--- src/rtl/pc_fetch_ctrl_if.sv ---
// pc_fetch_ctrl_if: fetch-side bundle between the PC sequencer,
// instruction memory and the decode/execute consumer.
interface pc_fetch_ctrl_if;
  logic        imem_req;
  logic [31:0] imem_addr;
  logic        imem_ack;
  logic [31:0] imem_rdata;
  logic        inst_valid;
  logic [31:0] inst;
  logic [31:0] inst_pc;
  logic        inst_ready;
  logic        branch_taken;
  logic [31:0] branch_target;
  logic        halt;
  logic        fetch_fault;

  modport master (
    output imem_req,
    output imem_addr,
    output inst_valid,
    output inst,
    output inst_pc,
    output fetch_fault,
    input  imem_ack,
    input  imem_rdata,
    input  inst_ready,
    input  branch_taken,
    input  branch_target,
    input  halt
  );

  modport slave (
    input  imem_req,
    input  imem_addr,
    input  inst_valid,
    input  inst,
    input  inst_pc,
    input  fetch_fault,
    output imem_ack,
    output imem_rdata,
    output inst_ready,
    output branch_taken,
    output branch_target,
    output halt
  );
endinterface

--- src/rtl/pc_fetch_ctrl.sv ---
// pc_fetch_ctrl: multi-cycle fetch sequencer owning the PC.
// Ports: clock, reset_n (async low), bus (master: imem req/ack, inst valid/ready, branch, halt, fault).
module pc_fetch_ctrl #(
  parameter logic [31:0] RESET_PC = 32'h0000_0000,
  parameter int unsigned MAX_WAIT = 15
) (
  input logic             clock,
  input logic             reset_n,
  pc_fetch_ctrl_if.master bus
);

  typedef enum logic [1:0] {
    S_IDLE,
    S_WAIT,
    S_HOLD,
    S_FAULT
  } state_t;

  // Last tolerated count value; the un-acked cycle that
  // reaches MAX_WAIT trips the fault.
  localparam logic [7:0] LP_LAST = 8'(MAX_WAIT - 1);

  state_t      r_state;
  state_t      w_state_nxt;
  logic [31:0] r_pc;
  logic [31:0] w_pc_nxt;
  logic [31:0] r_inst;
  logic [31:0] w_inst_nxt;
  logic [31:0] r_inst_pc;
  logic [31:0] w_inst_pc_nxt;
  logic [7:0]  r_wait_cnt;
  logic [7:0]  w_wait_nxt;
  logic        w_br_bad;

  assign w_br_bad = bus.branch_taken &&
                    (bus.branch_target[1:0] != 2'b00);

  always_ff @(posedge clock or negedge reset_n) begin
    if (!reset_n) begin
      r_state    <= S_IDLE;
      r_pc       <= RESET_PC;
      r_inst     <= 32'h0;
      r_inst_pc  <= 32'h0;
      r_wait_cnt <= 8'h0;
    end else begin
      r_state    <= w_state_nxt;
      r_pc       <= w_pc_nxt;
      r_inst     <= w_inst_nxt;
      r_inst_pc  <= w_inst_pc_nxt;
      r_wait_cnt <= w_wait_nxt;
    end
  end

  always_comb begin
    w_state_nxt   = r_state;
    w_pc_nxt      = r_pc;
    w_inst_nxt    = r_inst;
    w_inst_pc_nxt = r_inst_pc;
    w_wait_nxt    = r_wait_cnt;
    unique case (r_state)
      S_IDLE: begin
        if (!bus.halt) begin
          w_state_nxt = S_WAIT;
        end
      end
      S_WAIT: begin
        // halt is deliberately not looked at here: an
        // outstanding request always completes.
        if (bus.imem_ack) begin
          w_inst_nxt    = bus.imem_rdata;
          w_inst_pc_nxt = r_pc;
          w_wait_nxt    = 8'h0;
          w_state_nxt   = S_HOLD;
        end else if (r_wait_cnt == LP_LAST) begin
          w_wait_nxt  = r_wait_cnt + 8'h1;
          w_state_nxt = S_FAULT;
        end else begin
          w_wait_nxt = r_wait_cnt + 8'h1;
        end
      end
      S_HOLD: begin
        if (bus.inst_ready) begin
          if (w_br_bad) begin
            w_state_nxt = S_FAULT;
          end else begin
            if (bus.branch_taken) begin
              w_pc_nxt = bus.branch_target;
            end else begin
              w_pc_nxt = r_pc + 32'd4;
            end
            w_state_nxt = bus.halt ? S_IDLE : S_WAIT;
          end
        end
      end
      S_FAULT: begin
        w_state_nxt = S_FAULT;
      end
      default: begin
        w_state_nxt = S_IDLE;
      end
    endcase
  end

  // Outputs come from state and registers only.
  assign bus.imem_req    = (r_state == S_WAIT);
  assign bus.imem_addr   = r_pc;
  assign bus.inst_valid  = (r_state == S_HOLD);
  assign bus.inst        = r_inst;
  assign bus.inst_pc     = r_inst_pc;
  assign bus.fetch_fault = (r_state == S_FAULT);

endmodule

--- src/flat_wrapper.sv ---
// flat-port wrapper written by rule: the top's interface ports become plain ports
module pc_fetch_ctrl_flat 
#(
  parameter logic [31:0] RESET_PC = 32'h0000_0000,
  parameter int unsigned MAX_WAIT = 15
)
  (clock, reset_n, bus_imem_req, bus_imem_addr, bus_inst_valid, bus_inst, bus_inst_pc, bus_fetch_fault, bus_imem_ack, bus_imem_rdata, bus_inst_ready, bus_branch_taken, bus_branch_target, bus_halt);
  pc_fetch_ctrl_if bus_i ();
  input logic clock;
  input logic reset_n;
  output wire logic [$bits(bus_i.imem_req)-1:0] bus_imem_req;
  output wire logic [$bits(bus_i.imem_addr)-1:0] bus_imem_addr;
  output wire logic [$bits(bus_i.inst_valid)-1:0] bus_inst_valid;
  output wire logic [$bits(bus_i.inst)-1:0] bus_inst;
  output wire logic [$bits(bus_i.inst_pc)-1:0] bus_inst_pc;
  output wire logic [$bits(bus_i.fetch_fault)-1:0] bus_fetch_fault;
  input wire logic [$bits(bus_i.imem_ack)-1:0] bus_imem_ack;
  input wire logic [$bits(bus_i.imem_rdata)-1:0] bus_imem_rdata;
  input wire logic [$bits(bus_i.inst_ready)-1:0] bus_inst_ready;
  input wire logic [$bits(bus_i.branch_taken)-1:0] bus_branch_taken;
  input wire logic [$bits(bus_i.branch_target)-1:0] bus_branch_target;
  input wire logic [$bits(bus_i.halt)-1:0] bus_halt;
  assign bus_imem_req = bus_i.imem_req;
  assign bus_imem_addr = bus_i.imem_addr;
  assign bus_inst_valid = bus_i.inst_valid;
  assign bus_inst = bus_i.inst;
  assign bus_inst_pc = bus_i.inst_pc;
  assign bus_fetch_fault = bus_i.fetch_fault;
  assign bus_i.imem_ack = bus_imem_ack;
  assign bus_i.imem_rdata = bus_imem_rdata;
  assign bus_i.inst_ready = bus_inst_ready;
  assign bus_i.branch_taken = bus_branch_taken;
  assign bus_i.branch_target = bus_branch_target;
  assign bus_i.halt = bus_halt;
  pc_fetch_ctrl #(.RESET_PC(RESET_PC), .MAX_WAIT(MAX_WAIT)) u_core (.clock(clock), .reset_n(reset_n), .bus(bus_i));
endmodule
--- config.mk ---
export PLATFORM = sky130hd
export DESIGN_NAME = pc_fetch_ctrl_flat
export DESIGN_NICKNAME = d
export VERILOG_FILES = /design/src/rtl/pc_fetch_ctrl_if.sv /design/src/rtl/pc_fetch_ctrl.sv /design/src/flat_wrapper.sv
export SDC_FILE = /design/constraint.sdc
export NUM_CORES = 1
export LEC_CHECK = 0
export CAP_MARGIN = 40
export CORE_UTILIZATION = 40
export DETAILED_ROUTE_END_ITERATION = 10
export GPL_ROUTABILITY_DRIVEN = 0
export PLACE_DENSITY = 0.8
export SLEW_MARGIN = 20
export SYNTH_ARGS = -nofsm -noshare
export SYNTH_HDL_FRONTEND = slang
export SYNTH_SLANG_ARGS = --single-unit
export TNS_END_PERCENT = 10
--- constraint.sdc ---
create_clock -name clock -period 5.07 [get_ports clock]
set_input_delay 0.507 -clock clock [delete_from_list [all_inputs] [get_ports clock]]
set_output_delay 0.507 -clock clock [all_outputs]
set_load 0.01 [all_outputs]
Word level (Yosys, flattened, before mapping)
Index checks and enable logic that the tools add are counted.
- bits in registers: 106
- latch bits: 0
- memory bits (writable): 0
- ROM bits: 0
- output and inout port bits: 99
- word-level logic and storage cells: 30
- memories kept: 0
- add/sub/neg operators: 2
- multiply operators: 0
- div/mod/pow operators: 0
- magnitude comparators: 0
- equality and inequality tests: 7
- shifts and indexed selects: 0
- muxes and demuxes: 9
- bitwise logic cells: 1
- reductions and logical operators: 6
- operators by type and width (kind ; number):
    $add A32 B3 Y32 const B ; 1
    $mux W32 ; 1
    $mux W2 ; 5
    $add A8 B1 Y8 const B ; 1
    $eq A8 B4 Y1 const B ; 1
    $mux W8 ; 1
    $pmux W2 S4 ; 1
    $reduce_and A3 Y1 ; 2
    $eq A2 B2 Y1 const B ; 2
    $ne A3 B1 Y1 const B ; 1
    $eq A2 B1 Y1 const B ; 1
    $logic_not A2 Y1 ; 1
    $ne A2 B1 Y1 const B ; 1
    $ne A2 B2 Y1 const B ; 1
    $reduce_and A2 Y1 ; 1
    $reduce_bool A2 Y1 ; 1
    $logic_and A1 B1 Y1 ; 1
    $mux W1 ; 1
    $not A1 Y1 ; 1

Longest topological paths before layout
- word-level depth: 5
- depth in mapped cells: 8

Worst setup path after synthesis
No wires, ideal clock.
- kind: reg-to-reg
- from: reg u_core.r_pc[2] (netlist: u_core.bus.imem_addr[2])
- to: reg u_core.r_pc[20] (netlist: u_core.bus.imem_addr[20])
- setup time: 0.132 ns
- data arrival time: 1.905 ns
- required time: 4.938 ns
- slack: 3.033 ns
- stages on the path, launching flop included: 7
- buffers on the path: 0
- period minus slack after synthesis: 2.037 ns
- cells stage by stage: dfrtp_1 ha_1 nand2_1 or4_4 or3_1 mux2i_1 o21ai_1
- cells in the longest elaborated chain, start to end: 2
- ends and longest elaborated chain (what ; RTL line ; RTL):
    start, declared ; pc_fetch_ctrl.sv:25 ; logic [31:0] r_pc;
    start signal, assigned ; pc_fetch_ctrl.sv:47 ; r_pc <= w_pc_nxt;
    $add A32 B3 Y32 ; pc_fetch_ctrl.sv:89 ; w_pc_nxt = r_pc + 32'd4;
    $mux W32 ; pc_fetch_ctrl.sv:86 ; if (bus.branch_taken) begin
No other way between the ends.
A chain may end at the register's enable or synchronous reset.

Worst setup path after layout
- from: in bus_branch_taken
- to: reg u_core.r_pc[26] (netlist: u_core.bus.imem_addr[26])
- cells in the longest elaborated chain, start to end: 3
- ends and longest elaborated chain (what ; RTL line ; RTL):
    start, declared ; flat_wrapper.sv:20 ; input wire logic [$bits(bus_i.branch_taken)-1:0] bus_branch_taken;
    $logic_and A1 B1 Y1 ; pc_fetch_ctrl.sv:35 ; assign w_br_bad = bus.branch_taken &&
    $not A1 Y1 (no source line) ; - ;
    $reduce_and A3 Y1 (no source line) ; - ;
Parallel ways exist; a longest one is shown, timed or not.

==> results.md <==
* Status: finished clean
* Syn-to-layout area delta at 40.5%
* Crit-path max FO at 28
* Hpwl dp at roughly 11,000 um
* Ys flop type: dfrtp_1
* Hold buffer count at CTS at 0
* Avg Cell Area, Syn at between 8 and 9 um^2
* 1st-iter DRT viols at roughly 400
* Ports at between 150 and 200
* DR vias/cell at around 5.3
* Sequential share of power at between 40% and 50%
* Vias in the first global route at roughly 4,600
* Clk network pwr share at between 20% and 30%
* Final hold vios at 0
* CTS tree: done
* PD cells at between 300 and 400 nW/um^2
* Reg2Reg Launch Point: u_core.bus.imem_addr[2]
* Post-layout util at approximately 57%
* Clock Tree Root: clkbuf_16
* Final setup fails at 0
* Post-Syn Area at a little over 5000 um^2
* Clock skew at 6.54 ps
* CP required at about 5300 ps
* Max Cap Violations at 0
* Comb power frac at a little under a third
* Clk buf depth at 2
* Yosys Warn Count at 0
* Net Sw Frac at between 20 and 30%
* Nets@finish at around 840
* Largest net degree at the start of global routing at 65
* Share of cells above drive strength 1 at 4.04%
* Worst Setup End Kind: register
* Peak supply drop at 151 uV
* Full die area at around 13,000 um^2
* Final Instance Count excl. Fillers at ~940
* EDFF count, synth at 0
* Placed Instances at just over 900
* TritonCTS Buffers at 9
* Most common cell after layout, fill and taps aside: nand2_1
* Site Rows at 41
* Global route total overflow at 0
* Cells after Synth at 616
* Die Wd at ~120 um
* Unrepaired setup endpoints after global routing: no
* Seq cells post-synth at about 110
* Hold slack at ~130 ps
* Tcrit/Tclk final at between 50% and 60%
* Reg2Reg Setup Slack at between 2000 and 3000 ps
* Leak Pwr at approximately 0.0032 uW
* Setup TNS at 0 ps
* Latest clock arrival within the worst-skew pair at 350 ps
* Fin crit period at approximately 2900 ps
* Residual DRC count at 0
* Reg-to-Reg End: u_core.bus.imem_addr[26]
* Initial antenna violation count at 0
* CTS Sinks at 106
* Die height at 116 um
* Resized cells post-CTS at 0
* Hold crit path type: in -> async
* Switching Power at ~800 uW
* Pre-Repair DR Iteration Count at 5
* Slew @ Worst Pin at about 800 ps
* Net count of the mapped netlist at approximately 690
* Critical Path Source Type: input pin
* Postcts setup bufs at 0
* Vias at around 5,000
* Sequential-to-total area share from yosys stat at ~51%
* Power Internal at between 1500 and 2000 uW
* # diodes at 0
* Clock-pin slew on the worst setup and hold paths at 70 ps
* Commonest non-fill, non-tap cells in the layout: nand2_1, clkdlybuf4s50_1, dfrtp_1
* Post-synth ARST share at 100%
* I/O Buffers at 168
* Total Routed Length at between 10,000 and 15,000 um
* Core area at 12,600 um^2
* Max Clk Rate at 343 MHz
* R2R depth at 6
* WL/cell at about 16 um
* Initial Util at between 40% and 50%
* GRT Total Usage at 22.3%
* Crit Path Class: in -> reg
* Htree depth at 3
* Slew headroom at between 40% and 50%
* First-pass GRT wire length at approximately 23,000 um
* Yosys cell types at 47
* Final Max Slew Viols at 0
* Post-DRT Antenna Nets at 0
* CP arrival at roughly 3200 ps
worst max-delay path: stages:
cell             delay, ps
clkdlybuf4s50_1       1000
clkinv_1               870
or3_1                  580
o21ai_0                100
nor3_1                  90
state kept, by name, indices dropped and copies added (netlist names):
name and flops:
u_core.bus.imem_addr 32, u_core.r_state 2, u_core.r_wait_cnt 8, u_core.bus.inst_pc 32, u_core.bus.inst 32
per-stage QoR:
stage               instance area (um^2)  total power [uW]  setup slack, ps
floorplan                           5160              1490             3030
global placement                    6940              2000             1960
detailed placement                  6940              2040             1850
CTS                                 7220              2700             2220
global route                        7250              2840             1980
finish                              7250              2680             2150
power groups by stage:
| stage | Sequential, uW | Combinational, uW | Clock, uW |
|---|---|---|---|
| floorplan | 1290 | 204 | 0 |
| global placement | 1210 | 798 | 0 |
| detailed placement | 1220 | 822 | 0 |
| CTS | 1210 | 824 | 673 |
| global route | 1230 | 895 | 709 |
| finish | 1210 | 818 | 658 |
area by class of cell:
cell class / instances / area (um^2)
Tap cell: 172 / 215
Clock buffer: 13 / 260
Sequential cell: 106 / 2650
Multi-Input combinational cell: 463 / 2330
Fill cell: 1144 / 5370
Clock inverter: 2 / 12.5
Timing Repair Buffer: 176 / 1760
Inverter: 7 / 26.3
metal layers:
metal	GRT usage, %	vias to the layer above	share of wire [%]
li1	-	2395	-
met1	28.8	2338	43
met2	37.0	194	48
met3	4.08	25	6.5
met4	8.74	0	2.0
met5	0	-	0
cell usage after synthesis (all sizes together) (2+ instances only):
library cell | count | area [um^2]
nor2 | 29 | 109
nor3 | 15 | 75.1
mux2i | 15 | 150
nand4 | 14 | 93.8
o211ai | 3 | 22.5
o31ai | 3 | 22.5
o21a | 5 | 37.5
a211oi | 2 | 15.0
o221ai | 5 | 43.8
or3 | 7 | 43.8
nand2 | 225 | 845
ha | 3 | 37.5
o21ai | 23 | 115
buf | 7 | 31.3
and3 | 9 | 56.3
or2 | 2 | 12.5
clkbuf | 33 | 128
and2 | 4 | 25.0
nand3b | 3 | 22.5
nor4 | 7 | 56.3
inv | 6 | 22.5
a2bb2oi | 3 | 26.3
nand3 | 19 | 95.1
dfrtp | 106 | 2650
a21oi | 30 | 150
o22ai | 17 | 106
a21boi | 5 | 37.5
nor2b | 2 | 12.5
cell families (layout without fill, tap and decap cells):
kind of cell,after synthesis,after routing,synth area share [%]
and+or+nand+nor,342,342,29.0
DFF,106,106,51.4
buffers and inverters,47,198,3.59
adders and majority gates,3,3,0.728
AOI/OAI and AO/OA,101,101,12.0
xor gates and xnor gates,1,1,0.170
muxes,16,16,3.13
worst max-delay path by stage:
stage	endpoint	from	cells past startpoint	slack, ps
4_1_cts	u_core.bus.imem_addr[26]	bus_branch_taken	5	2220
3_5_place_dp	u_core.bus.imem_addr[26]	bus_branch_taken	5	1850
6_report	u_core.bus.imem_addr[26]	bus_branch_taken	5	2150
3_3_place_gp	u_core.bus.imem_addr[26]	bus_branch_taken	5	1960
5_1_grt	u_core.bus.imem_addr[22]	bus_branch_taken	5	1980
2_1_floorplan	u_core.bus.imem_addr[20]	u_core.bus.imem_addr[2]	6	3030
Note: power is estimated with default switching activity, not from simulation.
